<file path="src/rtl/backend_iteration_ctrl.sv">
// Iteration sequencer for the backend core array: core reset, end collection, advance/terminate.
// Optional watchdog enabled by defining BACKEND_ITER_TIMEOUT_EN.
module backend_iteration_ctrl #(
  parameter int CORE_NUM        = 4,
  parameter int ITERATION_WIDTH = 8,
  parameter int RST_CYCLES      = 4,
  parameter int TIMEOUT_CYCLES  = 65535
) (
  input  logic                                clk,
  input  logic                                rst,
  input  logic                                start,
  input  logic [ITERATION_WIDTH-1:0]          max_iteration,
  input  logic [CORE_NUM-1:0]                 wr_end,
  input  logic [CORE_NUM*ITERATION_WIDTH-1:0] wr_end_iteration_id,
  input  logic [CORE_NUM-1:0]                 wr_valid,
  output logic [CORE_NUM-1:0]                 core_rst,
  output logic [ITERATION_WIDTH-1:0]          iteration_id,
  output logic                                iteration_start,
  output logic                                running,
  output logic                                done,
  output logic [CORE_NUM-1:0]                 end_mask,
  output logic                                id_error,
  output logic                                timeout
);

  localparam int CW = (RST_CYCLES > 1) ? $clog2(RST_CYCLES) : 1;
  localparam int IW = ITERATION_WIDTH;

  typedef enum logic [2:0] {
    S_IDLE,
    S_INIT,
    S_RUN,
    S_CHECK,
    S_DONE
  } state_t;

  state_t              r_state, w_state_nxt;
  logic [CW-1:0]       r_cnt, w_cnt_nxt;
  logic [IW-1:0]       r_iteration_id, w_id_nxt;
  logic [CORE_NUM-1:0] r_end_mask, w_mask_nxt;
  logic                r_active, w_active_nxt;
  logic                r_id_error, w_id_error_nxt;
  logic                r_iteration_start, w_start_nxt;

  logic [CORE_NUM-1:0] w_end_ok;
  logic [CORE_NUM-1:0] w_mask_run;
  logic                w_end_bad;
  logic [IW:0]         w_id_inc;
  logic [IW:0]         w_limit;

`ifdef BACKEND_ITER_TIMEOUT_EN
  logic [15:0] r_wdog, w_wdog_nxt;
  logic [16:0] w_wdog_inc;
  logic        r_timeout, w_timeout_nxt;
`endif

  // An end only counts when the core reports the iteration we are currently in.
  always_comb begin
    w_end_ok = '0;
    for (int i = 0; i < CORE_NUM; i++) begin
      w_end_ok[i] = wr_end[i] &&
                    (wr_end_iteration_id[i*IW +: IW] == r_iteration_id);
    end
  end

  assign w_end_bad  = |(wr_end & ~w_end_ok);
  assign w_mask_run = r_end_mask | w_end_ok;
  assign w_id_inc   = {1'b0, r_iteration_id} + (IW+1)'(1);
  assign w_limit    = (max_iteration == '0) ? (IW+1)'(1) : {1'b0, max_iteration};
`ifdef BACKEND_ITER_TIMEOUT_EN
  assign w_wdog_inc = {1'b0, r_wdog} + 17'd1;
`endif

  always_comb begin
    w_state_nxt    = r_state;
    w_cnt_nxt      = r_cnt;
    w_id_nxt       = r_iteration_id;
    w_mask_nxt     = r_end_mask;
    w_active_nxt   = r_active;
    w_id_error_nxt = r_id_error;
    w_start_nxt    = 1'b0;
`ifdef BACKEND_ITER_TIMEOUT_EN
    w_wdog_nxt     = r_wdog;
    w_timeout_nxt  = r_timeout;
`endif
    unique case (r_state)
      S_IDLE, S_DONE: begin
        if (start) begin
          w_state_nxt    = S_INIT;
          w_cnt_nxt      = CW'(RST_CYCLES - 1);
          w_id_error_nxt = 1'b0;
`ifdef BACKEND_ITER_TIMEOUT_EN
          w_timeout_nxt  = 1'b0;
`endif
        end
      end
      S_INIT: begin
        if (r_cnt == '0) begin
          w_state_nxt  = S_RUN;
          w_id_nxt     = '0;
          w_mask_nxt   = '0;
          w_active_nxt = 1'b0;
          w_start_nxt  = 1'b1;
`ifdef BACKEND_ITER_TIMEOUT_EN
          w_wdog_nxt   = '0;
`endif
        end else begin
          w_cnt_nxt = r_cnt - CW'(1);
        end
      end
      S_RUN: begin
        w_mask_nxt = w_mask_run;
        if (|wr_valid) w_active_nxt = 1'b1;
        if (w_end_bad) w_id_error_nxt = 1'b1;
        if (&w_mask_run) w_state_nxt = S_CHECK;
`ifdef BACKEND_ITER_TIMEOUT_EN
        if ((|wr_end) || (|wr_valid)) begin
          w_wdog_nxt = '0;
        end else if (w_wdog_inc == 17'(TIMEOUT_CYCLES)) begin
          w_timeout_nxt = 1'b1;
          w_state_nxt   = S_DONE;
        end else begin
          w_wdog_nxt = w_wdog_inc[15:0];
        end
`endif
      end
      S_CHECK: begin
        // A write seen here arrived after all cores ended, so it belongs to no iteration.
        if (|wr_valid) w_id_error_nxt = 1'b1;
        if (!r_active || (w_id_inc >= w_limit)) begin
          w_state_nxt = S_DONE;
        end else begin
          w_state_nxt  = S_RUN;
          w_id_nxt     = w_id_inc[IW-1:0];
          w_mask_nxt   = '0;
          w_active_nxt = 1'b0;
          w_start_nxt  = 1'b1;
`ifdef BACKEND_ITER_TIMEOUT_EN
          w_wdog_nxt   = '0;
`endif
        end
      end
      default: w_state_nxt = S_IDLE;
    endcase
  end

  always_ff @(posedge clk or negedge rst) begin
    if (!rst) begin
      r_state           <= S_IDLE;
      r_cnt             <= '0;
      r_iteration_id    <= '0;
      r_end_mask        <= '0;
      r_active          <= 1'b0;
      r_id_error        <= 1'b0;
      r_iteration_start <= 1'b0;
    end else begin
      r_state           <= w_state_nxt;
      r_cnt             <= w_cnt_nxt;
      r_iteration_id    <= w_id_nxt;
      r_end_mask        <= w_mask_nxt;
      r_active          <= w_active_nxt;
      r_id_error        <= w_id_error_nxt;
      r_iteration_start <= w_start_nxt;
    end
  end

`ifdef BACKEND_ITER_TIMEOUT_EN
  always_ff @(posedge clk or negedge rst) begin
    if (!rst) begin
      r_wdog    <= '0;
      r_timeout <= 1'b0;
    end else begin
      r_wdog    <= w_wdog_nxt;
      r_timeout <= w_timeout_nxt;
    end
  end
  assign timeout = r_timeout;
`else
  assign timeout = 1'b0;
`endif

  // Remaining outputs are straight decodes of registered state.
  assign core_rst        = ((r_state == S_IDLE) || (r_state == S_INIT)) ? '1 : '0;
  assign iteration_id    = r_iteration_id;
  assign iteration_start = r_iteration_start;
  assign running         = (r_state == S_RUN) || (r_state == S_CHECK);
  assign done            = (r_state == S_DONE);
  assign end_mask        = r_end_mask;
  assign id_error        = r_id_error;

endmodule

</file>
<file path="config.mk">
export PLATFORM = sky130hd
export DESIGN_NAME = backend_iteration_ctrl
export DESIGN_NICKNAME = d
export VERILOG_FILES = /design/src/rtl/backend_iteration_ctrl.sv
export SDC_FILE = /design/constraint.sdc
export NUM_CORES = 1
export LEC_CHECK = 0
export ABC_AREA = 1
export CELL_PAD_IN_SITES_DETAIL_PLACEMENT = 1
export CELL_PAD_IN_SITES_GLOBAL_PLACEMENT = 2
export CORE_MARGIN = 3
export CORE_UTILIZATION = 23
export CTS_CLUSTER_DIAMETER = 200
export CTS_CLUSTER_SIZE = 40
export DETAILED_ROUTE_END_ITERATION = 10
export PLACE_DENSITY = 0.86
export SETUP_SLACK_MARGIN = 0.15
export SLEW_MARGIN = 20
export SYNTH_ARGS = -nofsm -noshare
export SYNTH_HDL_FRONTEND = slang
export SYNTH_SLANG_ARGS = --single-unit
export TNS_END_PERCENT = 30
</file>
<file path="constraint.sdc">
create_clock -name clk -period 2.65 [get_ports clk]
set_input_delay 0.265 -clock clk [delete_from_list [all_inputs] [get_ports clk]]
set_output_delay 0.265 -clock clk [all_outputs]
set_load 0.03 [all_outputs]
</file>
# Word-level counts from Yosys, hierarchy flattened
# Index checks and enable logic that the tools add are counted.
# classes
add_sub_neg	2
order_cmp	1
eq_ne	16
muxes	26
n_bitwise	3
reduce_logical	25
# ops
op	n
$eq 8x8->1	4
$mux 8	3
$ne 2x2->1 const B	8
$pmux 8 s2	1
$mux 3	4
$mux 4	3
$pmux 3 s4	1
$pmux 4 s3	1
$reduce_and 3->1	4
$reduce_and 4->1	3
$add 8x1->9 const B	1
$ge 9x8->1	1
$logic_not 8->1	1
$reduce_or 4->1	2
$mux 1	7
$eq 3x2->1 const B	2
$pmux 1 s3	2
$reduce_bool 3->1	2
$and 4x4->4	1
$logic_and 1x1->1	4
$mux 2	2
$not 4->4	1
$or 4x4->4	1
$pmux 2 s2	1
10 further kinds	13
# totals
register_bits	20
input_bits	51
out_inout_bits	21

# Depth between registers and ports, before layout
# Gate-level depths: netlist of the first run.
# depth
ltp_word	7
depth_mapped	19
ltp_nobuf	18

# Least setup slack after synthesis of the first run
# No wires, ideal clock.
# synth_timing
path_type	register to register
startpoint	register r_iteration_id[0] (netlist: iteration_id[0])
endpoint	register r_end_mask[0] (netlist: end_mask[0])
setup_time_ps	118
t_arrival_ps	2218
required_time_ps	2532
slack_ps	314
stages_incl_launch_ff	20
n_path_buf	1
path_cell_list	dfrtp_1 > buf_6 > nand3_1 > nor2_1 > inv_1 > nand2_1 > inv_1 > ha_1 > nand2_1 > nor2_1 > o21ai_0 > nand3_1 > nand3_1 > nand2_1 > nand2_1 > nand2_1 > nand2_1 > nand3_2 > nand2_1 > nand2_1
# synth_via
elab_chain_len	5
word_cells_on_any_way	9
cone_classes	add/sub (1); order compare (1); eq/ne (2); mux (1); bitwise (1); reduce/logical (3)
# synth_rtl
item	line	rtl
from (decl)	39	logic [IW-1:0] r_iteration_id, w_id_nxt;
from (signal assigned)	159	r_iteration_id <= w_id_nxt;
$add 8x1->9	68	assign w_id_inc = {1'b0, r_iteration_id} + (IW+1)'(1);
$ge 9x8->1	130	if (!r_active || (w_id_inc >= w_limit)) begin
$logic_or 1x1->1	130	
$ne 2x2->1 (no source line)	--	
$reduce_and 3->1 (no source line)	--	
to (signal assigned)	160	r_end_mask <= w_mask_nxt;
to (decl)	40	logic [CORE_NUM-1:0] r_end_mask, w_mask_nxt;
# Parallel ways exist; a longest one is shown, timed or not.
# A chain may end at the register's enable or synchronous reset.

# Worst setup path after layout of the first run
# layout_timing
startpoint	register r_iteration_id[0] (netlist: iteration_id[0])
endpoint	register r_iteration_id[0] (netlist: iteration_id[0])
# layout_via
elab_chain_len	5
word_cells_on_any_way	7
cone_classes	add/sub (1); order compare (1); eq/ne (1); mux (2); reduce/logical (2)
# layout_rtl
item	line
$add 8x1->9 (*)	68
$ge 9x8->1	130
$logic_or 1x1->1	130
$ne 2x2->1 (no source line)	--
$reduce_and 3->1 (no source line)	--
# Every way passes the cells marked *; elsewhere a longest branch is shown, timed or not. The select of a mux whose other input is x is not followed.

==> results.txt, run 1 <==
The clock drives 20 sinks. The largest stage delay on the critical path is 0.39 ns. The synthesis-to-layout area growth is 55.5%.

Counting every net in the synthesized netlist gives 345. The area of the die is 9560 um2. The worst setup path is launched from a flop. The final clock skew came out at 0.00319 ns. The routed layout has 2084 vias. Power spread over the standard cell area amounts to 573 nW/um2. The latest clock arrival within the worst-skew pair came out at 0.26 ns. Setup repair after global routing could not meet its margin everywhere. The mapped netlist covers 1940 um2. The global-route congestion overflow total is 0. The global placer's final weighted congestion is 0.817. The type of the worst setup path is flop to flop. Entering global routing, the biggest net connects 21 pins.

0 antenna diodes ended up in the layout. The die extent in y is 97.8 um. The cell count after placement came out at 451. The CTS tree is built. The minimum period implied by the final worst setup slack is 2.46 ns. The CTS H-tree depth is 1.

On the critical path the largest part of the delay comes from simple AND/OR/NAND/NOR gates. The total power consumption of the routed design came out at 1730 uW. The most critical setup path has its startpoint at iteration_id[0]. The number of hold violations in the final report came out at 0. The run finished with clean final reports.

The fraction of layout instances using a drive strength above 1 is 0.174. The post-route clock period utilization came out at 0.927. In the final routed layout, each cell accounts on average for 13.8 um. The initial core utilization came out at 0.243. The worst hold path belongs to the class input port to asynchronous set/reset pin. The max-slew violation count came out at 0. Headroom to the max-slew limit came out at 0.505. Yosys printed 0 warnings. The first-pass iteration count of the detailed router is 4. The worst path buffer plus inverter count is 3. Once detail routing completed, the nets flagged for antenna violations numbered 0. The routed metal-1 wirelength is 2920 um. The cell accounting for the most synthesized area is dfrtp_1.

The via count of the first global-routing pass came to 2186. The total of flip-flops plus latches after synthesis is 20. The detailed-route wire length is 6470 um. The number of failing setup endpoints in the final timing report came out at 0.

The boundary pin count is 72. The total of buffers placed on input and output ports came out at 70. The final non-filler cell total is 470. The first global-routing pass estimated 10400 um of wire.

The total number of nets in the final design is 431. Of all nets on the critical path, the largest fanout is 6. In this run the clock root is driven by a clkbuf_8. The floorplan has 32 rows. From left edge to right edge, the die measures 97.8 um. The worst register-to-register path begins at iteration_id[0]. The highest metal layer carrying signal wires in the routed design is met4.

The DRC violation total after the first TritonRoute iteration came out at 99. The category of the worst setup path capture point is a flop. The total track usage came out at 0.132. Across all register-to-register paths, the minimum setup slack is 0.19 ns. The total cell area at the placement stage is 2720 um2.

The highest attainable clock frequency came out at 407 MHz. The cell area after layout is 3010 um2. The static leakage is 0.00139 uW. The number of vias per cell is 4.43. The detailed-routed wire length on met3 came out at 261 um.

After clock tree synthesis, the clock-pin slew on the worst setup and hold paths is 0.08 ns. Wire segments on met2 add up to 3220 um in the final route. The share of the yosys chip area belonging to registers came out at 0.258. The tightest hold path in the finished design has a slack of 0.360 ns. Counting along the longest clock path gives a buffer depth of 2. The synthesized area per cell is 6.82 um2. The number of antenna violations at the first check in global routing is 0.

The transition time of the tightest slew-check pin came out at 0.740 ns. Traced cell by cell, the critical path runs through buf_4 -> nand3_2 -> nor2_4 -> buf_4 -> nand4_1 -> xor2_1 -> ha_1 -> inv_1 -> nand2_1 -> a31oi_2 -> nand3_4 -> nand2_8 -> nand3b_1 -> nand2_1. The worst-case IR drop observed on VDD is 0.242 mV. After synthesis, the cell types taking the most area are dfrtp_1 26%, nand2_1 18%, xnor2_1 12%.

Max-cap violations in this run came to 0. The number of remaining DRC errors is 0. The fraction of post-synthesis cell area in the top cell type by area is 0.258. The number of clock buffers inserted by TritonCTS is 3. The required time at the worst-slack endpoint came out at 2.85 ns.

The count of unique library cells instantiated by Yosys is 29. At the worst endpoint, the arrival time is 2.65 ns. The number of instances in the synthesized netlist is 284. The critical-path cell with the highest stage delay is dfrtp_1.

The core outline area came out at 7970 um2. The wire-length estimate of the detail-placed layout is 5080 um. The layout filler cell count came out at 977.
-- area by class of cell --
cell class,count,area [um2],area share
flip-flops and latches,20,502,0.166
well taps,102,128,0.0423
clock buffers,3,41.3,0.0137
multi-input cells,214,1330,0.442
inverters,39,146,0.0486
repair buffers,92,866,0.287
-- cell usage after synthesis --
library cell / n
inv_1: 33
a21boi_0: 1
nor2_2: 4
nand3_2: 1
nor4_1: 3
o21ai_0: 4
inv_2: 6
nor3_4: 2
a31oi_2: 1
nand2_1: 95
nand4_1: 3
a21oi_1: 3
xor2_1: 3
nand3_1: 25
xnor2_1: 26
nor2_1: 21
nand3b_1: 1
a41o_1: 1
nand3_4: 1
buf_4: 8
a211oi_1: 1
ha_1: 10
dfrtp_1: 20
nand2_4: 1
conb_1: 1
a21oi_2: 1
buf_2: 1
buf_6: 4
o21ai_1: 3
-- cell usage in the layout (no fill, tap or decap), drive strengths merged --
cell           count
a211oi             1
a21oi              4
buf               22
clkbuf             3
nor3               2
nand3             28
nand2             97
nand4              3
nor4               3
xor2               3
conb               1
nand3b             1
nor2              25
clkdlybuf4s50     70
a21boi             1
ha                10
inv               39
a41o               1
o21ai              7
xnor2             26
a31oi              1
dfrtp             20
-- through the flow --
step | TNS, ns | util | setup WS [ns]
3_5_place_dp | 0 | 0.341 | 0.0318
4_1_cts | 0 | 0.353 | 0.166
3_3_place_gp | 0 | 0.341 | 0.111
6_report | 0 | 0.378 | 0.195
5_1_grt | -0.00672 | 0.378 | -0.00672
2_1_floorplan | 0 | - | 0.314
-- timing repair --
| item | in CTS | in global routing |
|---|---|---|
| setup buffers | 7 | 7 |
| hold buffers | 0 | 0 |
| endpoints found under the setup margin | 6 | 16 |
| gates resized for setup | 2 | 26 |
| gates cloned | 0 | 2 |
| pin swaps | 2 | 16 |
-- worst paths after layout --
check / cells past startpoint / endpoint
max in group asynchronous: 2 / iteration_id[3]
min reg2reg: 2 / id_error
min: 2 / end_mask[2]
max: 14 / iteration_id[0]
min in group clk: 2 / id_error
max reg2reg: 14 / iteration_id[0]
-- sequential cells by signal, indices dropped and copies added, names as in the netlist --
name and cells:
r_cnt 2, iteration_start 1, r_active 1, end_mask 4
id_error 1, r_state 3, iteration_id 8
-- power breakdown --
| part | internal (uW) | switching [uW] |
|---|---|---|
| Sequential | 369 | 57.9 |
| Clock | 101 | 102 |
| Combinational | 441 | 656 |
| Total | 912 | 816 |
-- worst reg2reg max path, delay by kind of cell, from the launching register on --
kind	cells	cell delay, ns
adder cells (fa/ha/maj)	1	0.21
XOR/XNOR	1	0.19
AO/OA/AOI/OAI	1	0.31
AND/OR/NAND/NOR	8	1.00
flip-flops	1	0.39
buffers and inverters	3	0.31
-- kinds of logic (layout without fill, tap and decap cells) --
family                   after synthesis  count (layout)  synth area share
AND/OR/NAND/NOR                      157             159             0.362
buffers and inverters                 52             134             0.132
XOR/XNOR                              29              29             0.131
flip-flops                            20              20             0.258
AO/OA/AOI/OAI                         15              15            0.0497
adder cells (fa/ha/maj)               10              10            0.0646
other                                  1               1           0.00193
-- layer usage --
layer,vias to the layer above,track usage
met5,-,0
met4,0,0.0309
met3,4,0.0157
met2,51,0.242
met1,980,0.165
li1,1049,-
(Power assumes the default switching activity.)
==> inputs of run 2 (changes only) <==
- CTS_CLUSTER_SIZE: 40 -> 28
- HOLD_SLACK_MARGIN: unset -> 0.12
==> results of run 2 <==
No change in the layout: final DEF, timing and power equal those of run 1.
==> inputs of run 3 (changes only) <==
- SETUP_SLACK_MARGIN: 0.15 -> unset
==> run 3 against run 2 <==
Hold slack gained 0.0017 ns. Cell count down 2.6%. Critical endpoint is now end_mask[2]. Clock skew increased by 0.00097 ns. Setup slack improved by 0.085 ns. Wire length down 4.1%.
==> results.txt, run 3 (same netlist as run 1, synthesis figures left out) <==
The depth of the worst register-to-register path is 15. Headroom to the max-slew limit came out at 0.612. The final non-filler cell total is 458. The first-pass GRT wire length is 10200 um. CTS placed an instance of clkbuf_8 at the clock tree root. The pin count of the biggest net entering global routing is 21. The initial core utilization is 0.243. The count of nets left with antenna violations once routing finished came out at 0. The fraction of layout instances using a drive strength above 1 is 0.115. The category of the worst setup path capture point is a flop.

Dividing the detail-routed wire length by the instance count gives 13.6 um. The number of hold violations in the final report came to 0. The sum of negative setup slack came out at 0 ns. In the layout the commonest cells are 93 x nand2_1, 70 x clkdlybuf4s50_1, 33 x inv_1. The worst hold path belongs to the class input port to asynchronous set/reset pin. The worst setup path is launched from a flop.

The total internal power came out at 889 uW. The number of hold buffers added after CTS was 0. The total cell area at the placement stage is 2720 um2. The floorplan has 32 rows. Summed over all nets, the switching power comes to 780 uW. The worst setup path is of the flop to flop kind. The core region is 7970 um2. The latest clock arrival within the worst-skew pair is 0.26 ns. The antenna cell count is 0. The die is 97.8 um wide. The number of antenna violations at the first check in global routing was 0.

The via count of the first global-routing pass is 2119. The share of the core filled with cells in the final layout came out at 0.357. TritonCTS created 3 clock buffers. The number of vias per cell came out at 4.45. Of the total power, registers draw 0.256. Data on the critical path is required at its endpoint by 2.80 ns.

The part of the power in the clock network is 0.121. The worst-case vdd ir drop came out at 0.224 mV. The largest fanout of any net on the critical path is 5. The number of remaining DRC errors came out at 0. The cell count after placement came out at 451.

The switching portion of total power came out at 0.467. The power per unit of standard cell area came out at 586 nW/um2. The total number of nets in the final design came out at 419.

The boundary pin count came out at 72. The total of buffers placed on input and output ports is 70. The run finished with clean final reports. The global placer's final weighted congestion is 0.817.

No sink is reached through more buffers than the 2 on the longest clock path. The static leakage is 0.00132 uW. CTS built an H-tree with a depth of 1. The clock-pin slew on the worst setup and hold paths came out at 0.08 ns. The highest attainable clock frequency came out at 422 MHz.

The number of clock sinks came out at 20. STA puts the critical path data arrival time at 2.53 ns. The register with the most flip-flops in the layout has 8 of them.

Leaving out fill and tap cells, the most frequent cell in the layout is nand2_1. The floorplan step set the die height to 97.8 um. The finished cells cover 2850 um2. The final clock skew came out at 0.00415 ns. The count of vias placed by the detailed router is 2036. The number of failing setup endpoints in the final timing report came out at 0.

The global-route congestion overflow total is 0. For this run, the detailed router's first-pass iteration total came to 4. The minimum period implied by the final worst setup slack came out at 2.37 ns. The total track usage came out at 0.129. Summed over all layers, the routed wires come to 6210 um. The DRC violation total after the first TritonRoute iteration is 84. The tightest hold path in the finished design has a slack of 0.362 ns. The post-route clock period utilization came out at 0.895. TritonCTS built the clock tree. The area of the die came out at 9560 um2. The proportion of power drawn by combinational gates is 0.624. At the pin with the least slew margin, the transition time is 0.581 ns. The total half-perimeter wirelength after legalization and detailed placement is 5080 um. The max-slew violation count came out at 0. The synthesis-to-layout area growth came out at 46.9%. Max-cap violations in this run came to 0.
-- run 3: cell count changes in the layout (fill, tap and decap cells not counted), moves of 2 or more --
cell,delta
buf_4,-11
nand2_1,+6
nand2_2,-5
nand2_4,-2
nand3_1,+3
nand3_2,-2
nor2_2,+2
nor2_4,-3
-- run 3: layout make-up --
type,instances,area [um2]
tap,102,128
fill,991,5120
inverter,39,146
timing repair buffer,81,783
multi-input combinational,213,1250
clock buffer,3,41.3
sequential,20,502
-- run 3: worst paths after layout --
path                                 startpoint              end  slack [ns]
worst max-delay path            iteration_id[1]      end_mask[2]        0.28
worst min-delay path                        rst      end_mask[2]        0.36
worst max register to register  iteration_id[1]      end_mask[2]        0.28
worst min register to register         id_error         id_error        0.48
max in group asynchronous                   rst  iteration_id[3]        2.04
min in group clk                       id_error         id_error        0.48
-- run 3: power by group through the flow --
stage | sequential, uW | clock [uW] | combinational [uW]
CTS | 429 | 211 | 1020
finish | 427 | 201 | 1040
global placement | 433 | 0 | 981
global route | 439 | 220 | 1160
floorplan | 451 | 0 | 669
detailed placement | 434 | 0 | 1020
-- run 3: layer usage --
layer,global-route usage,up-vias,share of wire
met3,0.0157,2,0.041
met5,0,-,0
met2,0.234,50,0.50
met4,0.0288,0,0.0068
li1,-,1023,-
met1,0.163,961,0.45
-- run 3: through the flow --
stage          setup WS, ns  power, uW
2_1_floorplan         0.314       1120
6_report              0.279       1670
3_5_place_dp         0.0318       1450
5_1_grt             -0.0373       1820
3_3_place_gp          0.111       1410
4_1_cts               0.105       1660
-- run 3: worst max-delay path, stage by stage (launching register included) --
cell     delay [ns]
dfrtp_1        0.40
ha_2           0.20
nand2_1        0.08
inv_1          0.09
nand2_1        0.07
nor2_2         0.19
xor2_2         0.20
ha_1           0.27
a21oi_1        0.15
nand2_1        0.08
nand2_2        0.11
nand2_1        0.09
nand2_2        0.13
nand3_4        0.11
nand2_1        0.08
nand2_1        0.04
-- run 3: timing repair --
action                                  in CTS  in global routing
setup buffers                                0                  3
endpoints found under the setup margin       0                 15
resized for setup                            0                 11
==> RTL edit, RTL diff (config.mk and constraints of run 3) <==
Change the parameter `CORE_NUM` from 4 to 5.
--- a/src/rtl/backend_iteration_ctrl.sv
+++ b/src/rtl/backend_iteration_ctrl.sv
@@ -3,3 +3,3 @@
 module backend_iteration_ctrl #(
-  parameter int CORE_NUM        = 4,
+  parameter int CORE_NUM        = 5,
   parameter int ITERATION_WIDTH = 8,
Ports: changed (5 resized); port bits go from 72 to 84. No check against the original RTL was run, so the function may have changed too.
==> RTL edit against run 3 <==
Routed wire length rose by 17%; core utilization rose by 0.78 points; cell count grew 18%; power increased by 3.1%; via count rose by 11%; synthesized area grew 13%; sequential cell count increased by 1; first-iteration DRC count shrank 19%; non-clock buffer count is 12 higher; sequential share of layout area decreased by 1.5 points; final area up 15%; setup slack got worse by 120 ps; critical endpoint is now iteration_id[2]$_DFFE_PN0P_; highest routed layer unchanged.
==> RTL edit: results <==
sta:
  worst_slew_pin_slew_ps: 579.9
  skew_ps: 13.97
  hold_slack_ps: 338.1
  fin_ws_ps: 158.6
critical_path:
  reg2reg_depth: 18
  crit_arrival_ps: 2640
  cp_max_fo: 8
  cpPeakStageDelay_ps: 420
  rr_endpoint: "iteration_id[2]$_DFFE_PN0P_"
  critPathLaunch: "iteration_id[0]$_DFFE_PN0P_"
yosys:
  synth_top_area_share: 0.2405
  synth_cell_types: 36
  seq_area_frac_synth: 0.2405
  mappedNetlistNets: 402
  synth_common_cells: "nand2_1 (107), inv_1 (47), nor2_1 (31)"
  synthTopCellsByArea: "dfrtp_1 (24%), nand2_1 (18%), xnor2_1 (12%)"
routing:
  dr.pass1.iters: 3
  dr_wl_met3_um: 219
  drt-met1-wl_um: 3435
  drtIter0Drc: 68
  totalWireLength_um: 7234
  dr_wl_met2_um: 3524
place:
  place_ws_ps: 23.53
  dp_cells: 531
  placed_area_sq_um: 3097
  hpwl_um: 5945
  portBuffers: 82
  place.gp.congestion: 0.7845
global_routing:
  grt_use_met1: 0.1650
  grt_max_degree: 22
  grt_use_met3: 0.01006
  grt.met2_usage: 0.2377
  globalRouteTotalUtil: 0.1287
  grt_first_pass_wirelength_um: 10830
power_and_ir_drop:
  p_leak_nw: 1.535
  ir_worst_vdd_v: 0.0001982
final_layout:
  nNetsFinal: 485
  instances_no_fill: 539
  drive_gt1_frac: 0.1259
run_status:
  outcome: "finished, final reports clean"
cts:
  clock_latency_ps: 280
RTL edit: where the power goes:
| group | switching, mW | total, mW | internal [mW] | leakage (nW) |
|---|---|---|---|---|
| clock | 0.118 | 0.223 | 0.105 | 0.0255 |
| combinational | 0.620 | 1.07 | 0.448 | 1.23 |
| sequential | 0.0535 | 0.429 | 0.376 | 0.275 |
RTL edit: repair_timing:
item | 4_1_cts | 5_1_grt
buffers inserted | 0 | 2
resized for setup | 0 | 18
setup endpoints to repair | 0 | 16
RTL edit: cells by family after synthesis:
logic type               Yosys count  synth area share
buffers and inverters             70            0.1501
other                              1          0.001717
AO/OA/AOI/OAI                     25           0.07388
adder cells (fa/ha/maj)           10           0.05727
AND/OR/NAND/NOR                  173            0.3522
flip-flops                        21            0.2405
XOR/XNOR                          31            0.1243
RTL edit: final cells by class:
cell class                 count  area (sq um)
sequential                    21         528.0
clock buffer                   3         41.29
fill                        1134          5698
multi-input combinational    240          1386
tap                          126         157.7
clock inverter                 1         5.005
inverter                      55         209.0
timing repair buffer          93         950.9
